## src/rtl/hex_scan_ctrl.sv

```systemverilog
// Four-digit multiplexed seven-segment scanner with a one-entry pending register committed at frame end.
// Latency: outputs lag cnt/idx by 1 cycle; a loaded value is visible 2..4*REFRESH_DIV+1 cycles after acceptance.
// Backpressure: load_ready drops while a value is pending and rises the cycle after it commits.
//
// Ports:
//   clk, rst            rising-edge clock, synchronous active-high reset
//   load_valid/ready    handshake for load_data (16 bits, nibble k -> digit k) and load_blank
//   seg_n               registered active-low segments {g,f,e,d,c,b,a}
//   dig_en_n            registered active-low digit enables, bit k -> digit k
module hex_scan_ctrl #(
   parameter int REFRESH_DIV = 50000,
   parameter int GUARD       = 2
) (
   input  logic        clk,
   input  logic        rst,
   input  logic        load_valid,
   output logic        load_ready,
   input  logic [15:0] load_data,
   input  logic        load_blank,
   output logic [6:0]  seg_n,
   output logic [3:0]  dig_en_n
);

   localparam int CW = $clog2(REFRESH_DIV);
   localparam logic [CW-1:0] CNT_MAX = CW'(REFRESH_DIV - 1);

   logic [CW-1:0] cnt;
   logic [1:0]    idx;
   logic [15:0]   disp;
   logic          disp_blank;
   logic [15:0]   pend;
   logic          pend_blank;
   logic          pend_valid;

   logic          cnt_wrap;
   logic          frame_end;
   logic          xfer;
   logic          commit;
   logic          in_guard;
   logic          digit_blank;
   logic [3:0]    nib;
   logic [6:0]    seg_next;
   logic [3:0]    dig_next;

   function automatic logic [6:0] seg_decode(input logic [3:0] v);
      logic [6:0] s;
      case (v)
         4'h0: s = 7'h40;
         4'h1: s = 7'h79;
         4'h2: s = 7'h24;
         4'h3: s = 7'h30;
         4'h4: s = 7'h19;
         4'h5: s = 7'h12;
         4'h6: s = 7'h02;
         4'h7: s = 7'h78;
         4'h8: s = 7'h00;
         4'h9: s = 7'h10;
         4'hA: s = 7'h08;
         4'hB: s = 7'h03;
         4'hC: s = 7'h46;
         4'hD: s = 7'h21;
         4'hE: s = 7'h06;
         default: s = 7'h0E;
      endcase
      return s;
   endfunction

   assign load_ready = ~pend_valid;
   assign cnt_wrap   = (cnt == CNT_MAX);
   assign frame_end  = cnt_wrap && (idx == 2'd3);
   assign xfer       = load_valid && load_ready;
   // xfer needs an empty pending slot and commit needs a full one, so they never collide.
   assign commit     = frame_end && pend_valid;

   // A zero guard would make the compare constant; tie it off explicitly instead.
   generate
      if (GUARD == 0) begin : g_no_guard
         assign in_guard = 1'b0;
      end else begin : g_guard
         assign in_guard = (cnt < CW'(GUARD));
      end
   endgenerate

   // Leading-zero blanking: digit k >= 1 goes dark when it and every higher nibble is zero.
   always_comb begin
      nib         = disp[3:0];
      digit_blank = 1'b0;
      case (idx)
         2'd0: begin
            nib         = disp[3:0];
            digit_blank = 1'b0;
         end
         2'd1: begin
            nib         = disp[7:4];
            digit_blank = disp_blank && (disp[15:4] == 12'h000);
         end
         2'd2: begin
            nib         = disp[11:8];
            digit_blank = disp_blank && (disp[15:8] == 8'h00);
         end
         default: begin
            nib         = disp[15:12];
            digit_blank = disp_blank && (disp[15:12] == 4'h0);
         end
      endcase

      seg_next = digit_blank ? 7'h7F : seg_decode(nib);
      dig_next = ~(4'b0001 << idx);
      if (in_guard) begin
         seg_next = 7'h7F;
         dig_next = 4'hF;
      end
   end

   always_ff @(posedge clk) begin
      if (rst) begin
         cnt        <= '0;
         idx        <= 2'd0;
         disp       <= 16'h0000;
         disp_blank <= 1'b1;
         pend       <= 16'h0000;
         pend_blank <= 1'b0;
         pend_valid <= 1'b0;
         seg_n      <= 7'h7F;
         dig_en_n   <= 4'hF;
      end else begin
         cnt <= cnt_wrap ? '0 : cnt + 1'b1;
         if (cnt_wrap) begin
            idx <= idx + 2'd1;
         end
         if (commit) begin
            disp       <= pend;
            disp_blank <= pend_blank;
            pend_valid <= 1'b0;
         end else if (xfer) begin
            pend       <= load_data;
            pend_blank <= load_blank;
            pend_valid <= 1'b1;
         end
         seg_n    <= seg_next;
         dig_en_n <= dig_next;
      end
   end

endmodule

```

## config.mk

```make
export PLATFORM = sky130hd
export DESIGN_NAME = hex_scan_ctrl
export DESIGN_NICKNAME = d
export VERILOG_FILES = /design/src/rtl/hex_scan_ctrl.sv
export SDC_FILE = /design/constraint.sdc
export NUM_CORES = 1
export LEC_CHECK = 0
export ABC_AREA = 1
export BUFFER_PORTS_ARGS = -buffer_cell sky130_fd_sc_hd__buf_2
export CORE_ASPECT_RATIO = 0.5
export CORE_MARGIN = 1.5
export CORE_UTILIZATION = 50
export CTS_CLUSTER_SIZE = 8
export DETAILED_ROUTE_END_ITERATION = 10
export PLACE_DENSITY = 0.81
export SLEW_MARGIN = 20
export SYNTH_ARGS = -nofsm -noshare
export SYNTH_HDL_FRONTEND = slang
export SYNTH_SLANG_ARGS = --single-unit
```

## constraint.sdc

```tcl
create_clock -name clk -period 2.7 [get_ports clk]
set_clock_uncertainty 0.05 [all_clocks]
set_input_delay 0.54 -clock clk [delete_from_list [all_inputs] [get_ports clk]]
set_output_delay 0.54 -clock clk [all_outputs]
set_load 0.005 [all_outputs]
```

==> impl_metrics.toml <==
[power_and_ir_drop]
comb_power_share_pct = 4.2
total_switching_power_uw = 478.3
part_of_the_total_power_dissipated_in_the_clock_network_pct = 51.2
post-layout-total-power_uw = 2234
power.share.sequential_pct = 44.6
sw_frac_of_total_pct = 21.41
vdd_drop_max_uv = 350.1
p_leak_uw = 0.001654
cellInternalPower_uw = 1755
p_per_area_mw_per_mm2 = 651.3

[die]
io_pins = 32
rows = 19
die_area_mm2 = 0.006331
dieHeight_um = 57.02
initial_core_utilization_pct = 52.45
die_x_um = 111.0
core_mm2 = 0.005563

[min_path]
hold_class = "in -> reg"
timing.hold.worst.start = "load_data[8]"

[clock_tree]
post-cts-setup-buffer-count = 0
clockBufferDepth = 2
clock_insertion_delay_worst_skew_ps = 330
post_cts_resize_count = 0
cts-buffers-inserted = 9
clk_root_buffer_cell = "sky130_fd_sc_hd__clkbuf_16"
ctsHoldBuffers = 0
tritoncts = "yes"
clk_transition_reported_paths_ps = 60
clkSinkCount = 64
htree_num_levels = 3

[timing]
finalCritPeriodShare_pct = 86.37
setup_viol = 0
timing.setup.tns_ps = 0
fmaxAchievable_mhz = 428.8
timing.hold.ws_ps = 379.4
post-route-min-period_ps = 2332
measured_slew_at_the_worst_slew_check_pin_ps = 615.2
final.setup.worst_slack_ps = 368.0
report.final.hold_viol_count = 0
rsz0062_at_grt = "no"
slew-limit-headroom_pct = 58.98
final_slew_violations = 0

[global_route]
first_global_vias = 2300
grt-ovfl-total = 0
largest_net_degree_at_the_start_of_global_routing = 37
antenna_found_initial = 0
grt_first_pass_wirelength_um = 10120
grt.total_usage_pct = 20.11

[synth]
synth_largest_area_cell = "sky130_fd_sc_hd__dfxtp_1"
synth.top_cell.area_share_pct = 43.91
mapped_cell_area_mm2 = 0.002918
synth.ff_latch_count = 64
yosys_warnings = 0
synth_nets = 441
postSynthAreaPerCell_um2 = 7.099
post_synth_inst_count = 411
synth_cell_type_count = 32
synthTopCellsByArea = "sky130_fd_sc_hd__dfxtp_1, sky130_fd_sc_hd__nand2_1, sky130_fd_sc_hd__nor2_1, sky130_fd_sc_hd__o21ai_0, sky130_fd_sc_hd__inv_1"
synth_seq_area_share_pct = 43.91

[worst_setup_path]
timing.critical_path.to_type = "flop"
timing.critical_path.fanout_max = 6
worstSetupStartpointType = "flop"
arr_time_crit_path_ps = 2470
startpoint = "idx[0]"
critPathRequiredTime_ps = 2840
r2r_start = "idx[0]"
critPathKind = "reg -> reg"

[finish]
insertedDiodeCount = 0
drive_above_1_share_pct = 14.41
finalNetCount = 476
area_growth_syn_to_layout_pct = 17.54
final_util_pct = 61.65

[place]
placement.io_buffers = 31
place.gp.congestion = 0.8952
dp_hpwl_um = 4085
pre_cts_ws_ps = 407.9

[drt]
antenna_left = 0
drt_first_iter_violations = 151
ratio_of_routed_vias_to_standard_cells = 4.941
drt-total-wl_um = 5977
routed-via-count = 2589
drc = 0
drt_pre_antenna_iters = 4
detail_route.wl_per_cell_um = 11.41

[job]
drv.max_cap_violation_count = 0

[status]
status = "completed"
## per-layer routing
| metal | wire, µm | vias to the layer above | global-route usage (%) |
|---|---|---|---|
| met1 | 3063 | 1163 | 25.55 |
| met4 | 116 | 0 | 8.318 |
| met5 | 0 | - | 0 |
| li1 | - | 1370 | - |
| met3 | 261 | 13 | 6.164 |
| met2 | 2535 | 43 | 32.63 |
## metrics by stage
stage                     instances  area, µm²
after CTS                       524       3430
after global placement          508       3131
after floorplan                 411       2918
after detailed placement        508       3131
final                           524       3430
after global routing            524       3430
## sequential cells by signal, summed over array words and instances, names as in the netlist
signal	cells
cnt	16
disp	16
pend	16
seg_n	7
dig_en_n	4
idx	2
disp_blank	1
pend_blank	1
pend_valid	1
## layout by cell type (no fill, tap or decap), drive strengths merged, types with 2 or more instances in the layout
master / n
nand2: 93
nor2: 93
dfxtp: 64
inv: 43
o21ai: 41
buf: 33
nand3: 22
a21oi: 14
clkbuf: 11
ha: 10
nor3: 5
nand4: 5
clkinv: 4
xor2: 3
o22ai: 2
or2: 2
## logic make-up after synthesis
logic type / count (synthesis) / share of synthesized area, %
AO/OA/AOI/OAI: 59 / 10.51
XOR/XNOR: 4 / 1.201
adder cells (fa/ha/maj): 10 / 4.288
buffers and inverters: 53 / 7.332
flip-flops: 64 / 43.91
AND/OR/NAND/NOR: 221 / 32.76
## power groups by stage
stage	Clock (µW)	Combinational (µW)	Sequential [µW]
2_1_floorplan	0	55.5	1010
3_3_place_gp	0	92.9	1010
3_5_place_dp	0	94.6	1020
4_1_cts	1160	95.5	995
5_1_grt	1200	109	998
6_report	1140	94.1	996
## synthesized netlist by cell type, drive strengths merged
library cell,n
dfxtp,64
nand3b,1
clkbuf,4
ha,10
o22ai,2
o211ai,1
xnor2,1
nand2,93
o21ai,41
inv,43
nand3,22
a21oi,14
nor2,93
nor3,5
buf,5
xor2,3
clkinv,1
nand4,5
or2,2
a211oi,1
## worst max-delay path: stages, from the launching register on
cell and delay [ps]:
sky130_fd_sc_hd__dfxtp_1 380, sky130_fd_sc_hd__inv_1 100, sky130_fd_sc_hd__ha_1 300, sky130_fd_sc_hd__nand2_1 100, sky130_fd_sc_hd__nand2_1 50, sky130_fd_sc_hd__o21ai_0 380
sky130_fd_sc_hd__inv_1 170, sky130_fd_sc_hd__ha_1 250, sky130_fd_sc_hd__inv_1 80, sky130_fd_sc_hd__nand3_1 90, sky130_fd_sc_hd__nand3_1 90, sky130_fd_sc_hd__nand2_1 50
sky130_fd_sc_hd__inv_1 40, sky130_fd_sc_hd__nand2_1 50
## cell type report
cell class | count | area, µm²
clock buffers | 11 | 242.7
well taps | 73 | 91.34
fillers | 510 | 2133
repair buffers | 33 | 170.2
clock inverters | 5 | 56.30
flip-flops and latches | 64 | 1281
inverters | 44 | 165.2
multi-input cells | 294 | 1423
## worst paths after layout
| path | end | slack (ps) | depth (start not counted) |
|---|---|---|---|
| worst min register to register | disp_blank | 410 | 2 |
| worst max-delay path | seg_n[0] | 370 | 13 |
| worst max register to register | seg_n[0] | 370 | 13 |
| worst min-delay path | pend[8] | 380 | 3 |
No activity file was read; power rests on OpenSTA's default activity.
